[src/rtl/demux4_stream.sv]
// demux4_stream: 1-to-4 stream demux with registered per-channel outputs; optional per-channel transfer counters under DEMUX4_STATS_EN
module demux4_stream #(
  parameter int WIDTH = 16
) (
  input  logic             clk,
  input  logic             reset,
`ifdef DEMUX4_STATS_EN
  input  logic [1:0]       cnt_sel,
  input  logic             cnt_clr,
  output logic [7:0]       cnt_out,
`endif
  input  logic [WIDTH-1:0] in_data,
  input  logic [1:0]       in_dest,
  input  logic             in_valid,
  output logic             in_ready,
  output logic [WIDTH-1:0] out_data0,
  output logic [WIDTH-1:0] out_data1,
  output logic [WIDTH-1:0] out_data2,
  output logic [WIDTH-1:0] out_data3,
  output logic [3:0]       out_valid,
  input  logic [3:0]       out_ready
);
  logic [WIDTH-1:0] data [4];
  logic [3:0]       wr;
  assign in_ready  = !out_valid[in_dest] || out_ready[in_dest];
  assign out_data0 = data[0];
  assign out_data1 = data[1];
  assign out_data2 = data[2];
  assign out_data3 = data[3];
  // one-hot write strobe for the addressed channel on an accepted word
  always_comb wr = (in_valid && in_ready) ? 4'b0001 << in_dest : 4'b0000;
  // channel registers: a write refills, a drain without refill empties, a stall holds
  always_ff @(posedge clk or posedge reset) begin
    if (reset) begin
      out_valid <= '0;
      for (int k = 0; k < 4; k++) data[k] <= '0;
    end else begin
      out_valid <= wr | (out_valid & ~out_ready);
      for (int k = 0; k < 4; k++) if (wr[k]) data[k] <= in_data;
    end
  end
`ifdef DEMUX4_STATS_EN
  logic [7:0] cnt [4];
  assign cnt_out = cnt[cnt_sel];
  // per-channel output transfer counters, clear wins over increment
  always_ff @(posedge clk or posedge reset) begin
    if (reset || cnt_clr) begin
      for (int k = 0; k < 4; k++) cnt[k] <= '0;
    end else begin
      for (int k = 0; k < 4; k++) if (out_valid[k] && out_ready[k]) cnt[k] <= cnt[k] + 8'd1;
    end
  end
`endif
endmodule

[config.mk]
export PLATFORM = sky130hd
export DESIGN_NAME = demux4_stream
export DESIGN_NICKNAME = d
export VERILOG_FILES = /design/src/rtl/demux4_stream.sv
export SDC_FILE = /design/constraint.sdc
export NUM_CORES = 1
export LEC_CHECK = 0
export BUFFER_PORTS_ARGS = -buffer_cell sky130_fd_sc_hd__buf_2
export CAP_MARGIN = 20
export CELL_PAD_IN_SITES_DETAIL_PLACEMENT = 0
export CELL_PAD_IN_SITES_GLOBAL_PLACEMENT = 1
export CORE_AREA = 3 3 90 92
export CTS_BUF_LIST = sky130_fd_sc_hd__clkbuf_4 sky130_fd_sc_hd__clkbuf_8 sky130_fd_sc_hd__clkbuf_16
export DETAILED_ROUTE_END_ITERATION = 8
export DIE_AREA = 0 0 93 95
export PLACE_DENSITY_LB_ADDON = 0.05
export SLEW_MARGIN = 0
export SYNTH_ARGS = -nofsm -noshare
export SYNTH_HDL_FRONTEND = slang
export SYNTH_SLANG_ARGS = --single-unit
[constraint.sdc]
create_clock -name clk -period 1.9 [get_ports clk]
set_input_delay 0.19 -clock clk [delete_from_list [all_inputs] [get_ports clk]]
set_output_delay 0.19 -clock clk [all_outputs]
set_load 0.05 [all_outputs]
==> results of run 1 <==
[cells in the mapped netlist, drive strengths merged]
library cell,count,share of area
nor2b,2,0.0056
o21ai,1,0.0019
nand2b,4,0.0094
nand3,1,0.0019
nand2,5,0.0071
inv,1,0.0014
nor3b,1,0.0071
mux2,64,0.29
nand3b,1,0.0075
and3,1,0.0024
dfrtp,68,0.64
mux4,1,0.0085
buf,7,0.022
[cell type report]
class                           instances  share of cell area
Sequential cell                        68              0.4982
Multi-Input combinational cell         81              0.2626
Clock inverter                          5            0.008425
Clock buffer                           11             0.04066
Tap cell                               99             0.03626
Timing Repair Buffer                   98              0.1516
Inverter                                1            0.002198
[layer usage]
layer,global-route usage,share of wire
met1,0.1834,0.46
met2,0.2136,0.46
met3,0.03904,0.069
met4,0.06227,0.018
met5,0,0
[power breakdown]
| part | leakage [nW] | switching, mW | internal (mW) |
|---|---|---|---|
| combinational | 0.757 | 1.35 | 0.469 |
| sequential | 0.810 | 0.145 | 1.74 |
| clock | 0.0937 | 0.520 | 0.496 |
| total | 1.66 | 2.02 | 2.71 |
[logic make-up (layout without fill, tap and decap cells)]
| logic type | Yosys count | after routing |
|---|---|---|
| compound gates | 1 | 1 |
| flops | 68 | 68 |
| buf+inv | 8 | 115 |
| simple gates | 15 | 15 |
| mux | 65 | 65 |
[layout by cell type (no fill, tap or decap), drive strengths merged]
cell	n
dfrtp	68
nor2b	2
clkinvlp	1
nand2b	4
dlygate4sd3	1
and3	1
mux4	1
nand2	5
clkinv	5
nor3b	1
nand3	1
o21ai	1
nand3b	1
mux2	64
buf	97
clkbuf	11
[sequential cells by signal, indices dropped and copies added (netlist names)]
register	cells
out_data0	16
out_data1	16
out_data2	16
out_data3	16
out_valid	4
[worst register-to-register path: cells and delay by family, from the launching register on]
| family | cells | cell delay [ps] |
|---|---|---|
| DFF | 1 | 380 |
| muxes | 1 | 360 |
| and+or+nand+nor | 2 | 300 |
| buffers and inverters | 1 | 300 |
[per-stage QoR]
stage,setup slack (ps),hold WS [ps],total power [mW],utilization
finish,208.4,106.7,4.723,0.4684
global route,123.5,115.9,4.955,0.4684
CTS,177.0,95.57,4.800,0.4684
detailed placement,413.9,318.8,3.757,0.4441
global placement,434.2,322.8,3.742,0.4441
floorplan,221.7,321.7,3.305,-
[worst min-delay path by stage]
stage	end	depth (start not counted)	slack, ps
floorplan	out_data0[15]	1	320
global placement	out_data0[4]	3	320
detailed placement	out_data0[4]	3	320
CTS	out_data0[15]	2	100
global route	out_data0[15]	2	120
finish	out_data0[15]	2	110
==> flow_summary.json, run 1 <==
{
  "fin_crit_ps": 1692,
  "rsz0062_at_grt": "false",
  "cp_data_arrival_time_ps": 1500,
  "grt_max_degree": 69,
  "clock_skew_ps": 6.934,
  "final-max-slew-violation-count": 0,
  "syn_area_um2": 2659,
  "overflow": 0,
  "path_clk_slew_ps": 70,
  "r2r_end": "out_data2[6]",
  "synth_xor_xnor_area_share": 0,
  "synthAdderAreaFrac": 0,
  "synth-simple-area-share": 0.04094,
  "regArea_um2": 1702,
  "crit_family": "multiplexers",
  "antenna_found_initial": 0,
  "reg2reg_setup_slack_ps": 440,
  "fmax_mhz": 591.2,
  "cp_cell_sequence": "nand2b_1 > mux4_2 > buf_2",
  "startpoint_type": "flip-flop",
  "grt_pass1_vias": 1784,
  "path_buf_inv": 1,
  "fillCellCount": 732,
  "crit_end": "in_ready",
  "hpwl_um": 3862,
  "dieHeight_um": 95,
  "placed_area_um2": 3238,
  "drtIter0Drc": 45,
  "place.gp.congestion": 0.7007,
  "cts_tree": "yes",
  "ir_drop_v": 0.0006444,
  "n_antenna_cell": 0,
  "min-delay-path-class": "in2reg",
  "cts_sinks": 68,
  "grt_pass1_wl_um": 9225,
  "firstDrtPassIters": 3,
  "routedWlPerCell_um": 15.88,
  "ys_ff_latch": 68,
  "dp_cells": 346,
  "ys_warn_count": 0,
  "core_um2": 7292,
  "p_leak_nw": 1.661,
  "worstPathMaxFanout": 3,
  "grtUsageTotal": 0.1389,
  "cp_slowest_cell": "mux4_2",
  "synthMuxAreaShare": 0.2936,
  "crit_required_ps": 1710,
  "ys_types": 18,
  "cts-root-buf": "clkbuf_8",
  "hp-start": "in_data[15]",
  "cts_buffer_depth": 2,
  "drv_cap": 0,
  "io_pins": 94,
  "antenna_left": 0,
  "wl_um": 5765,
  "final_cells": 363,
  "ctsHoldBuffers": 1,
  "insertion_delay_ps": 330,
  "status": "complete, no violations",
  "setup_violations": 0,
  "synth_top_family_by_area": "multiplexers",
  "ctsHtreeMaxLevel": 3,
  "num_vias": 1666,
  "final_nets": 284,
  "num_rows": 31,
  "endpoint_kind": "primary output",
  "start_util": 0.3646,
  "syn_nets": 182,
  "seq_area_frac_synth": 0.6400,
  "cp.depth": 3,
  "avgViaCountPerCell": 4.590,
  "drive_gt1_frac": 0.6326,
  "syn_avg_cell_area_um2": 16.94,
  "slew_headroom": 0.7576,
  "multi_input_area_um2": 897.1,
  "period_share": 0.8903,
  "worstMarginPinSlew_ps": 363.6,
  "numCtsBuffers": 9,
  "crit_start": "out_valid[0]",
  "cp_slowest_stage_delay_ps": 470,
  "regToRegStartpoint": "out_valid[2]",
  "postCtsSetupBuffers": 0,
  "areaGrowthSynthToFinish_pct": 28.47,
  "synthCells": 157,
  "drc_errors": 0,
  "hold_viol": 0,
  "synth_compound_gate_area_share": 0.001882,
  "portBuffers": 93,
  "cts_resized": 0,
  "power_density_nw_per_um2": 1383,
  "fin_tns_setup_ps": 0,
  "finalInstanceArea_um2": 3416,
  "path_class": "reg2out",
  "dieArea_um2": 8835,
  "worstRegToRegCells": 4,
  "fp.dieW_um": 93
}
Note: power is estimated with default switching activity, not from simulation.
==> run 2, diff against run 1 <==
Settings changed: BUFFER_PORTS_ARGS -buffer_cell sky130_fd_sc_hd__buf_2 to -buffer_cell sky130_fd_sc_hd__buf_4, PLACE_DENSITY_LB_ADDON 0.05 to 0.1.
==> run 2 against run 1 <==
Die area unchanged; clock skew increased by 0.69 ps; flip-flop and latch count unchanged; count of clock-buffer cells in the layout unchanged; fmax decreased by 0.83%; global-route usage increased by 0.35 points; wire length increased by 0.85%; via count increased by 0.66%; utilization increased by 4.4 points; sequential power about the same; critical endpoint unchanged.
==> flow_summary.json, run 2 (synthesized netlist as in run 1, its figures left out) <==
{
  "status": "complete, no violations",
  "drv_cap": 0,
  "avgViaCountPerCell": 4.607,
  "numCtsBuffers": 9,
  "path_clk_slew_ps": 70,
  "core_um2": 7292,
  "cts_resized": 0,
  "p_leak_nw": 1.771,
  "ctsHoldBuffers": 1,
  "ctsHtreeMaxLevel": 3,
  "dieArea_um2": 8835,
  "min_path_cells": 2,
  "portBuffers": 93,
  "fmax_mhz": 586.3,
  "grt_pass1_wl_um": 9466,
  "ir_drop_v": 0.0007212,
  "switching_power_mw": 2.031,
  "num_rows": 31,
  "num_vias": 1677,
  "cts_buffer_depth": 2,
  "grtUsageTotal": 0.1424,
  "start_util": 0.3646,
  "dieHeight_um": 95,
  "min-delay-path-class": "in2reg",
  "cp_slowest_stage_delay_ps": 490,
  "fin_util": 0.5120,
  "slew_headroom": 0.7824,
  "final-max-slew-violation-count": 0,
  "drc_errors": 0,
  "period_share": 0.8977,
  "wl_um": 5814,
  "n_antenna_cell": 0,
  "postCtsSetupBuffers": 0,
  "setup_violations": 0,
  "path_class": "reg2out",
  "worstMarginPinSlew_ps": 326.4,
  "r2r_end": "out_data2[1]",
  "crit_required_ps": 1710,
  "regArea_um2": 1702,
  "routedWlPerCell_um": 15.97,
  "multi_input_area_um2": 897.1,
  "hold-path-endpoint": "out_data0[15]",
  "fin_tns_setup_ps": 0,
  "p_total_mw": 5.223,
  "final_nets": 285,
  "fillCellCount": 693,
  "regToRegStartpoint": "out_valid[2]",
  "antenna_found_initial": 0,
  "worstPathMaxFanout": 3,
  "power.switching_fraction": 0.3889,
  "rsz0062_at_grt": "false",
  "cts_sinks": 68,
  "clock_skew_ps": 7.623,
  "worstRegToRegCells": 4,
  "fin_crit_ps": 1706,
  "startpoint_type": "flip-flop",
  "hold_viol": 0,
  "hpwl_um": 4047,
  "firstDrtPassIters": 4,
  "p_int_mw": 3.191,
  "power_density_nw_per_um2": 1399,
  "fp.dieW_um": 93,
  "cts_tree": "yes",
  "endpoint_kind": "primary output",
  "reg2reg_setup_slack_ps": 450,
  "place.gp.congestion": 0.7041,
  "io_pins": 94,
  "grt_max_degree": 43,
  "cp_data_arrival_time_ps": 1520,
  "drtIter0Drc": 25,
  "cts-root-buf": "clkbuf_8",
  "layout_common_cells": "buf_4, dfrtp_1, mux2_2",
  "cp_slowest_cell": "mux4_2",
  "grt_pass1_vias": 1762,
  "insertion_delay_ps": 330,
  "combPwrFrac": 0.386,
  "layout_commonest_cell": "buf_4",
  "overflow": 0,
  "areaGrowthSynthToFinish_pct": 40.42,
  "hp-start": "in_data[15]",
  "pwr-share-seq": 0.364,
  "pwr-share-clk": 0.250,
  "cp_cell_sequence": "nand2b_1 > mux4_2 > buf_4",
  "crit_start": "out_valid[0]",
  "antenna_left": 0,
  "drive_gt1_frac": 0.6340
}
[run 2: critical path: cells and delay by family (launching register included)]
kind                   cells  cell delay [ps]
AND/OR/NAND/NOR            1              140
multiplexers               1              490
buffers and inverters      1              200
flip-flops                 1              350
[run 2: per-stage QoR]
stage	std cells	instance area, um^2	hold slack, ps	setup slack (ps)
after CTS	364	3734	84.73	150.6
after floorplan	157	2663	321.7	221.7
final	364	3734	98.03	194.3
after global routing	364	3734	96.18	98.81
after global placement	347	3503	101.1	467.0
after detailed placement	347	3503	103.0	446.0
[run 2: power groups by stage]
stage	Sequential (mW)	Clock [mW]	Combinational, mW
after detailed placement	1.93	0	2.04
after CTS	1.91	1.35	2.04
after global routing	1.94	1.41	2.11
after floorplan	2.96	0	0.346
after global placement	1.93	0	2.03
final	1.90	1.30	2.02
[run 2: worst max path at each step]
stage | slack (ps) | endpoint
final | 190 | in_ready
after detailed placement | 450 | out_data2[3]
after global routing | 100 | in_ready
after floorplan | 220 | out_data2[10]
after CTS | 150 | in_ready
after global placement | 470 | out_data2[3]
[run 2: cell type report]
| cell class | instances | share of cell area |
|---|---|---|
| clock buffer | 11 | 0.03887 |
| clock inverter | 5 | 0.02011 |
| inverter | 1 | 0.002011 |
| multi-input combinational | 81 | 0.2403 |
| sequential | 68 | 0.4558 |
| tap | 99 | 0.03318 |
| timing repair buffer | 99 | 0.2098 |
[run 2: layer usage]
metal / vias up / share of wire / track usage
met5: - / 0 / 0
met2: 56 / 0.48 / 0.2226
met3: 9 / 0.061 / 0.03586
met1: 851 / 0.44 / 0.1897
li1: 761 / - / -
met4: 0 / 0.014 / 0.05861
